<file path="config.mk">
export PLATFORM = sky130hd
export DESIGN_NAME = cdb_arbiter
export DESIGN_NICKNAME = d
export VERILOG_FILES = /design/src/rtl/cdb_arbiter.sv
export SDC_FILE = /design/constraint.sdc
export NUM_CORES = 1
export LEC_CHECK = 0
export ABC_CLOCK_PERIOD_IN_PS = 5100
export CAP_MARGIN = 20
export CORE_ASPECT_RATIO = 1.25
export CORE_MARGIN = 2
export CORE_UTILIZATION = 44
export DETAILED_ROUTE_END_ITERATION = 8
export PLACE_DENSITY = 0.92
export SYNTH_ARGS = -nofsm -noshare
export SYNTH_HDL_FRONTEND = slang
export SYNTH_SLANG_ARGS = --single-unit
</file>
<file path="constraint.sdc">
create_clock -name clk -period 5.1 [get_ports clk]
set_input_delay 1.02 -clock clk [delete_from_list [all_inputs] [get_ports clk]]
set_output_delay 1.02 -clock clk [all_outputs]
set_load 0.01 [all_outputs]
</file>
<file path="src/rtl/cdb_arbiter.sv">
// cdb_arbiter: round-robin arbiter sharing the registered CDB among the add/sub, multiply and divide groups
module cdb_arbiter #(
  parameter int DATA_W = 32,
  parameter int TAG_W = 4
) (
  input  logic                clk,
  input  logic                rst,
  input  logic [2:0]          fu_valid,
  input  logic [3*TAG_W-1:0]  fu_tag,
  input  logic [3*DATA_W-1:0] fu_data,
  input  logic                cdb_hold,
  output logic [2:0]          fu_grant,
  output logic                cdb_valid,
  output logic [TAG_W-1:0]    cdb_tag,
  output logic [DATA_W-1:0]   cdb_data,
  output logic [1:0]          cdb_src,
  output logic [3*16-1:0]     grant_cnt
);
  logic [1:0] last, prio1, prio2, winIdx;
  logic doGrant;
  logic [15:0] cnt [3];
  always_comb begin
    prio1 = (last == 2'd2) ? 2'd0 : last + 2'd1;
    prio2 = (last == 2'd0) ? 2'd2 : last - 2'd1;
    winIdx = fu_valid[prio1] ? prio1 : fu_valid[prio2] ? prio2 : last;
    doGrant = |fu_valid && !cdb_hold && !rst;
    fu_grant = doGrant ? 3'b001 << winIdx : 3'b000;
  end
  assign grant_cnt = {cnt[2], cnt[1], cnt[0]};
  always_ff @(posedge clk) begin
    if (rst) begin
      last <= 2'd2;
      cdb_valid <= 1'b0;
      cdb_tag <= '0;
      cdb_data <= '0;
      cdb_src <= 2'd0;
      cnt <= '{default: 16'd0};
    end else begin
      cdb_valid <= doGrant;
      if (doGrant) begin
        last <= winIdx;
        cdb_src <= winIdx;
        cdb_tag <= fu_tag[winIdx*TAG_W +: TAG_W];
        cdb_data <= fu_data[winIdx*DATA_W +: DATA_W];
        cnt[winIdx] <= cnt[winIdx] + {15'd0, ~&cnt[winIdx]};
      end
    end
  end
endmodule

</file>
Word-level counts from Yosys, hierarchy flattened. Cells that the tools add are included.

Shift operators: 3. Equality and inequality tests: 1. Reductions and logical operators: 9. Order comparisons: 4. Bitwise logic cells: 1. Add/sub/neg operators: 3. Muxes and demuxes: 15.

Operators by type and width (number): 96-bit by 8-bit variable part select with 32-bit output (1); 48-bit bitwise mux (1); 16-bit two-way mux (3); 16-bit binary-select mux with 2-bit select (1); 16-bit demux with 2-bit select (1); 16-bit by 1-bit adder with 16-bit output (1); 16-bit AND reduction (1); 12-bit by 5-bit variable part select with 4-bit output (1); 2-bit two-way mux (4); 2-bit by 3-bit less-than comparator with 1-bit output (second input constant) (2); 1-bit binary-select mux with 2-bit select (2); 3-bit greater-or-equal comparator (second input constant) (1); 1-bit logical AND (3); 1-bit logical NOT (3); 3-bit by 1-bit less-than comparator with 1-bit output (second input constant) (1); 3-bit two-way mux (1); 2-bit inverter with 3-bit output (1); 3-bit OR reduction (1); 1-bit by 2-bit left shift with 3-bit output (first input constant) (1); 2-bit by 1-bit adder with 2-bit output (second input constant) (1); 2-bit equality test (second input constant) (1); 2-bit logical NOT (1); 1-bit two-way mux (2); 2-bit by 1-bit subtractor with 2-bit output (second input constant) (1).

Input bits: 114. Register bits after elaboration: 89. Output and inout bits: 90. Logic and storage cells: 44.

Logic depth before layout (Yosys ltp). Gate-level depths: netlist of run 1.

Depth after elaboration: 14. Gate-level depth with buffers: 21. Depth with buffers taken out: 19.

Worst setup path after synthesis of run 1. Ideal clock, no wire load.

Path kind: input -> register. Start point: input port fu_valid[0]. End point: register cnt, in the netlist grant_cnt[14]. Setup time: 0.086 ns. Data required time: 5.014 ns. Cell stages on the path: 17. Slack: 0.543 ns. Arrival time: 4.471 ns. Buffers on the path: 1. Cell sequence: mux2_4 a211o_4 a21oi_2 buf_6 o21ai_0 a31oi_2 nand3_1 or3_1 or3_1 ha_1 ha_1 inv_1 nor3_1 nand3_1 nor4_1 xor2_1 a211oi_1.

Word-level cells in the longest chain between the ends: 12. Elaborated cells on any way between the ends: 22. Those cells by class: 1 x add/sub; 2 x order compare; 12 x mux; 1 x bitwise; 6 x reduce/logical.

RTL lines: start, declared (RTL line 8) `input logic [2:0] fu_valid,`; 1-bit binary-select mux with 2-bit select (RTL line 25) `winIdx = fu_valid[prio1] ? prio1 : fu_valid[prio2] ? prio2 : last;`; 1-bit two-way mux (not written as such) (RTL line 25); 2-bit two-way mux (2 in series) (RTL line 25); 2-bit inverter with 3-bit output (RTL line 45) `cnt[winIdx] <= cnt[winIdx] + {15'd0, ~&cnt[winIdx]};`; 16-bit binary-select mux with 2-bit select (RTL line 45); 16-bit two-way mux (not written as such) (2 in series) (RTL line 45); 16-bit AND reduction (RTL line 45); 1-bit logical NOT (RTL line 45); 16-bit by 1-bit adder with 16-bit output (RTL line 45); 48-bit bitwise mux (RTL line 45); end signal, assigned by index (RTL line 45); end, declared (RTL line 21) `logic [15:0] cnt [3];`.

Several ways; a longest one is shown, not always the timed one. The select of a mux whose other input is x is not followed. A chain may end at the register's enable or synchronous reset.

Worst setup path in the final report of run 1.
Start point: input port fu_valid[0]. End point: output port fu_grant[1].

Word-level cells in the longest chain between the ends: 6. Elaborated cells on any way between the ends: 11. Those cells by class: 1 x shift; 7 x mux; 3 x reduce/logical.

RTL lines: 1-bit binary-select mux with 2-bit select (RTL line 25); 1-bit two-way mux (not written as such) (RTL line 25); 2-bit two-way mux (2 in series) (RTL line 25); 1-bit by 2-bit left shift with 3-bit output (RTL line 27) `fu_grant = doGrant ? 3'b001 << winIdx : 3'b000;`; 3-bit two-way mux (*) (RTL line 27); end, declared (RTL line 12) `output logic [2:0] fu_grant,`.

Every way passes the cells marked *; elsewhere a longest branch is shown, timed or not. The select of a mux whose other input is x is not followed.

==> results.md, run 1 <==
- Outcome: complete, no violations
- Syn Inst Count: 620
- Via count: slightly below 6000
- Clk Tree Root Cell: clkbuf_16
- Setup crit start kind: input pin
- Total chip power: 2.35 mW
- Share of cells above drive strength 1: 15.6%
- WL/cell: 18.2 µm
- Chip width: between 90 and 100 µm
- Max-cap violation count: 0
- IO Pins: slightly above 200
- R2R cell count: 18
- Worst hold stages: 2
- CTS Sinks: 88
- Crit Path Category: in2out
- Final worst hold slack: 471 ps
- FF/Latch Area: around 0.0018 mm²
- CP required: between 4000 and 5000 ps
- Hold Buf Count CTS: 0
- Slowest stage delay, CP: between 500 and 600 ps
- Vias in the first global route: 5666
- Post-synthesis async set-or-reset flop share: 0%
- Clk buf depth: 2
- Clock latency on the worst-skew pair: around 340 ps
- Final WL: roughly 18 mm
- Post-synthesis average cell area: a little over 8 µm²
- DRC: 0
- CTS Buf Count: 9
- Die H: 123 µm
- Yosys top cell area share: approximately a third
- Critical path capture point type: output port
- Reg-to-reg setup timing slack: just under 600 ps
- Post-Place Cells: around 960
- Initial antenna violation count: 0
- Unique cell type count in the Yosys netlist: a little under 60
- Rows: between 40 and 50
- Fmax: a little over 0.2 GHz
- DP HPWL: 13.1 mm
- Crit path max-delay family: buffers and inverters
- Initial Util: 45.1%
- Final-report hold violation count: 0
- Final Critical Period: ~5000 ps
- CTS tree: built
- Filler Cells Inserted: 839
- Most frequent CP cell: buf_4
- Clock skew: 6.31 ps
- Number of synthesized register bits: 88
- Max-slew violations: 0
- CP cell instances: clkdlybuf4s50_1 > mux2_4 > a211o_4 > buf_4 > a21oi_1 > buf_4 > a21oi_1 > buf_4 > nand2b_1 > inv_1 > clkdlybuf4s50_1
- N_diodes: 0
- Syn Std Cell Area: roughly 0.005 mm²
- ANT nets after route: 0
- Max-slew headroom: 39.0%
- Worst-path clk slew: ~70 ps
- HP Class: reg2reg
- Slew at the pin with the worst max-slew slack: between 900 and 1000 ps
- Critical Path Fanout Max: 6
- Hold EP: grant_cnt[0]$_SDFFE_PP0P_
- WP buf/inv: 6
- Synth area leaders: dfxtp_1 (35%), mux2_2 (8.3%), nand2_1 (8.2%)
- Total global routing overflow: 0
- PwrDens: approximately 300 mW/mm²
- Multi-input gate area: about 0.003 mm²
- Final Util: between 60% and 70%
- First-pass GRT wire length: ~27 mm
- Layout Cells excl Fill: 975
- Vias per cell: slightly below 6
- Fin nets: 957
- Area added between synthesis and finish: 54.0%
- Syn nets: around 740
- Largest area contributor in the netlist: dfxtp_1
- Worst flop-to-flop path endpoint: grant_cnt[44]$_SDFFE_PP0P_
- Final setup violating endpoints: 0
- DR iter-0 viols: ~380
- CTS H-tree depth: 3
- Largest net degree at the start of global routing: 85
- Slowest CP cell: clkdlybuf4s50_1
- Static Leakage: about 2.6 nW
- # port buffers: about 200
- GRT Util Overall: 28.4%
- Worst R2R Start: cdb_src[0]$_SDFFE_PP0P_
- Core area: 0.0111 mm²
- Number of synthesized flops with an enable pin: 0
- Routability Congestion: approximately 1.0
- Sequential-to-total area share from yosys stat: 35.3%
- Hold Startpoint: grant_cnt[0]$_SDFFE_PP0P_
- Final Cycle Share: between 90% and 100%
- Die area: roughly 0.012 mm²
- Pre-CTS setup slack: -44.3 ps
- Ys flop type: dfxtp_1
- IR drop worst, VDD: between 150 and 200 µV
- WP data arrival: between 3000 and 4000 ps
- DR pass1 iterations: 5
- Yosys warnings: 0
- Worst setup margin: around 200 ps
-- registers in the layout (all words and copies together), names as in the netlist --
register   count
cdb_data      32
cdb_src        2
cdb_tag        4
cdb_valid      1
grant_cnt     48
last           1
-- stage by stage --
| step | setup TNS [ps] | instance area, µm² |
|---|---|---|
| final | 0 | 7690 |
| after global routing | -0.799 | 7690 |
| after CTS | 0 | 7660 |
| after detailed placement | -113 | 7390 |
| after global placement | 0 | 7390 |
| after floorplan | 0 | 4990 |
-- kinds of logic (layout without fill, tap and decap cells) --
family	after synthesis	after routing	share of synthesized area, %
AND/OR/NAND/NOR	249	249	22.8
adder cells (fa/ha/maj)	8	8	2.00
XOR/XNOR	12	12	2.10
buffers and inverters	59	279	5.04
multiplexers	43	43	9.64
AO/OA/AOI/OAI	161	161	23.1
flip-flops	88	88	35.3
-- cell usage in the layout, fill, tap and decap left out, drive strengths merged, types with 3 or more instances in the layout --
cell type,n
inv,11
nand3,49
a22oi,7
dfxtp,88
clkbuf,9
buf,51
mux2i,5
nand2,110
a221oi,3
nor4,4
or3,7
xnor2,8
nor3b,4
and2,3
ha,8
a211oi,41
mux2,38
o21ai,17
nor3,10
a21oi,26
clkinv,4
clkdlybuf4s50,202
a31oi,45
nor2,53
xor2,4
o21a,3
-- worst max-delay path by stage --
stage | startpoint | slack [ps] | endpoint | cells after the start
2_1_floorplan | fu_valid[0] | 540 | grant_cnt[14]$_SDFFE_PP0P_ | 17
3_5_place_dp | fu_valid[2] | -40 | grant_cnt[44]$_SDFFE_PP0P_ | 17
6_report | fu_valid[0] | 200 | fu_grant[1] | 11
5_1_grt | fu_valid[0] | -0.8 | grant_cnt[46]$_SDFFE_PP0P_ | 18
4_1_cts | fu_valid[2] | 190 | fu_grant[2] | 9
3_3_place_gp | fu_valid[2] | 90 | grant_cnt[26]$_SDFFE_PP0P_ | 17
-- tightest hold or removal path, delay by kind of cell, from the launching register on --
family | cells | cell delay (ps)
DFF | 1 | 320
and+or+nand+nor | 1 | 50
AOI/OAI and AO/OA | 1 | 50
-- cells in the mapped netlist (all sizes together), types with 2 or more instances --
library cell,n
mux2i,5
nand3b,2
and2,3
xor2,4
a31oi,45
o311ai,2
nand4,2
a22oi,7
a211o,2
a221oi,3
o32ai,2
a31o,2
o21ai,17
a21oi,26
ha,8
nor4,4
nor2,53
nor3b,4
or3,7
nand3,49
clkbuf,35
inv,10
a221o,2
xnor2,8
buf,14
mux2,38
nor3,10
a211oi,41
dfxtp,88
and4,2
o21a,3
nand2,110
o211a,2
-- what timing repair did --
| action | CTS | global route |
|---|---|---|
| endpoints found under the setup margin | 0 | 12 |
| buffers inserted | 0 | 0 |
| gates resized for setup | 0 | 6 |
-- report_power, final --
group	internal, mW	switching [mW]	total, mW
logic	0.464	0.482	0.946
registers	0.744	0.0464	0.791
clock network	0.330	0.286	0.616
-- cell type report --
class | instances | area share (%)
clock buffer | 9 | 2.93
clock inverter | 7 | 0.618
inverter | 10 | 0.488
multi-input combinational | 473 | 39.4
sequential | 88 | 22.9
tap | 135 | 2.20
timing repair buffer | 253 | 31.5
-- routing by layer --
layer | GRT usage (%) | wire length, µm | vias to the layer above
li1 | - | - | 2678
met1 | 29.7 | 6180 | 2686
met2 | 51.4 | 9000 | 334
met3 | 7.63 | 1690 | 68
met4 | 15.7 | 851 | 0
met5 | 0 | 0 | -
Note: power is estimated with default switching activity, not from simulation.
==> run 2, diff against run 1 <==
--- a/config.mk
+++ b/config.mk
@@ -12,6 +12,7 @@
 export CORE_UTILIZATION = 44
 export DETAILED_ROUTE_END_ITERATION = 8
 export PLACE_DENSITY = 0.92
+export SKIP_CTS_REPAIR_TIMING = 1
 export SYNTH_ARGS = -nofsm -noshare
 export SYNTH_HDL_FRONTEND = slang
 export SYNTH_SLANG_ARGS = --single-unit
==> results of run 2 <==
The final DEF is identical to that of run 1; final timing and power are the same.
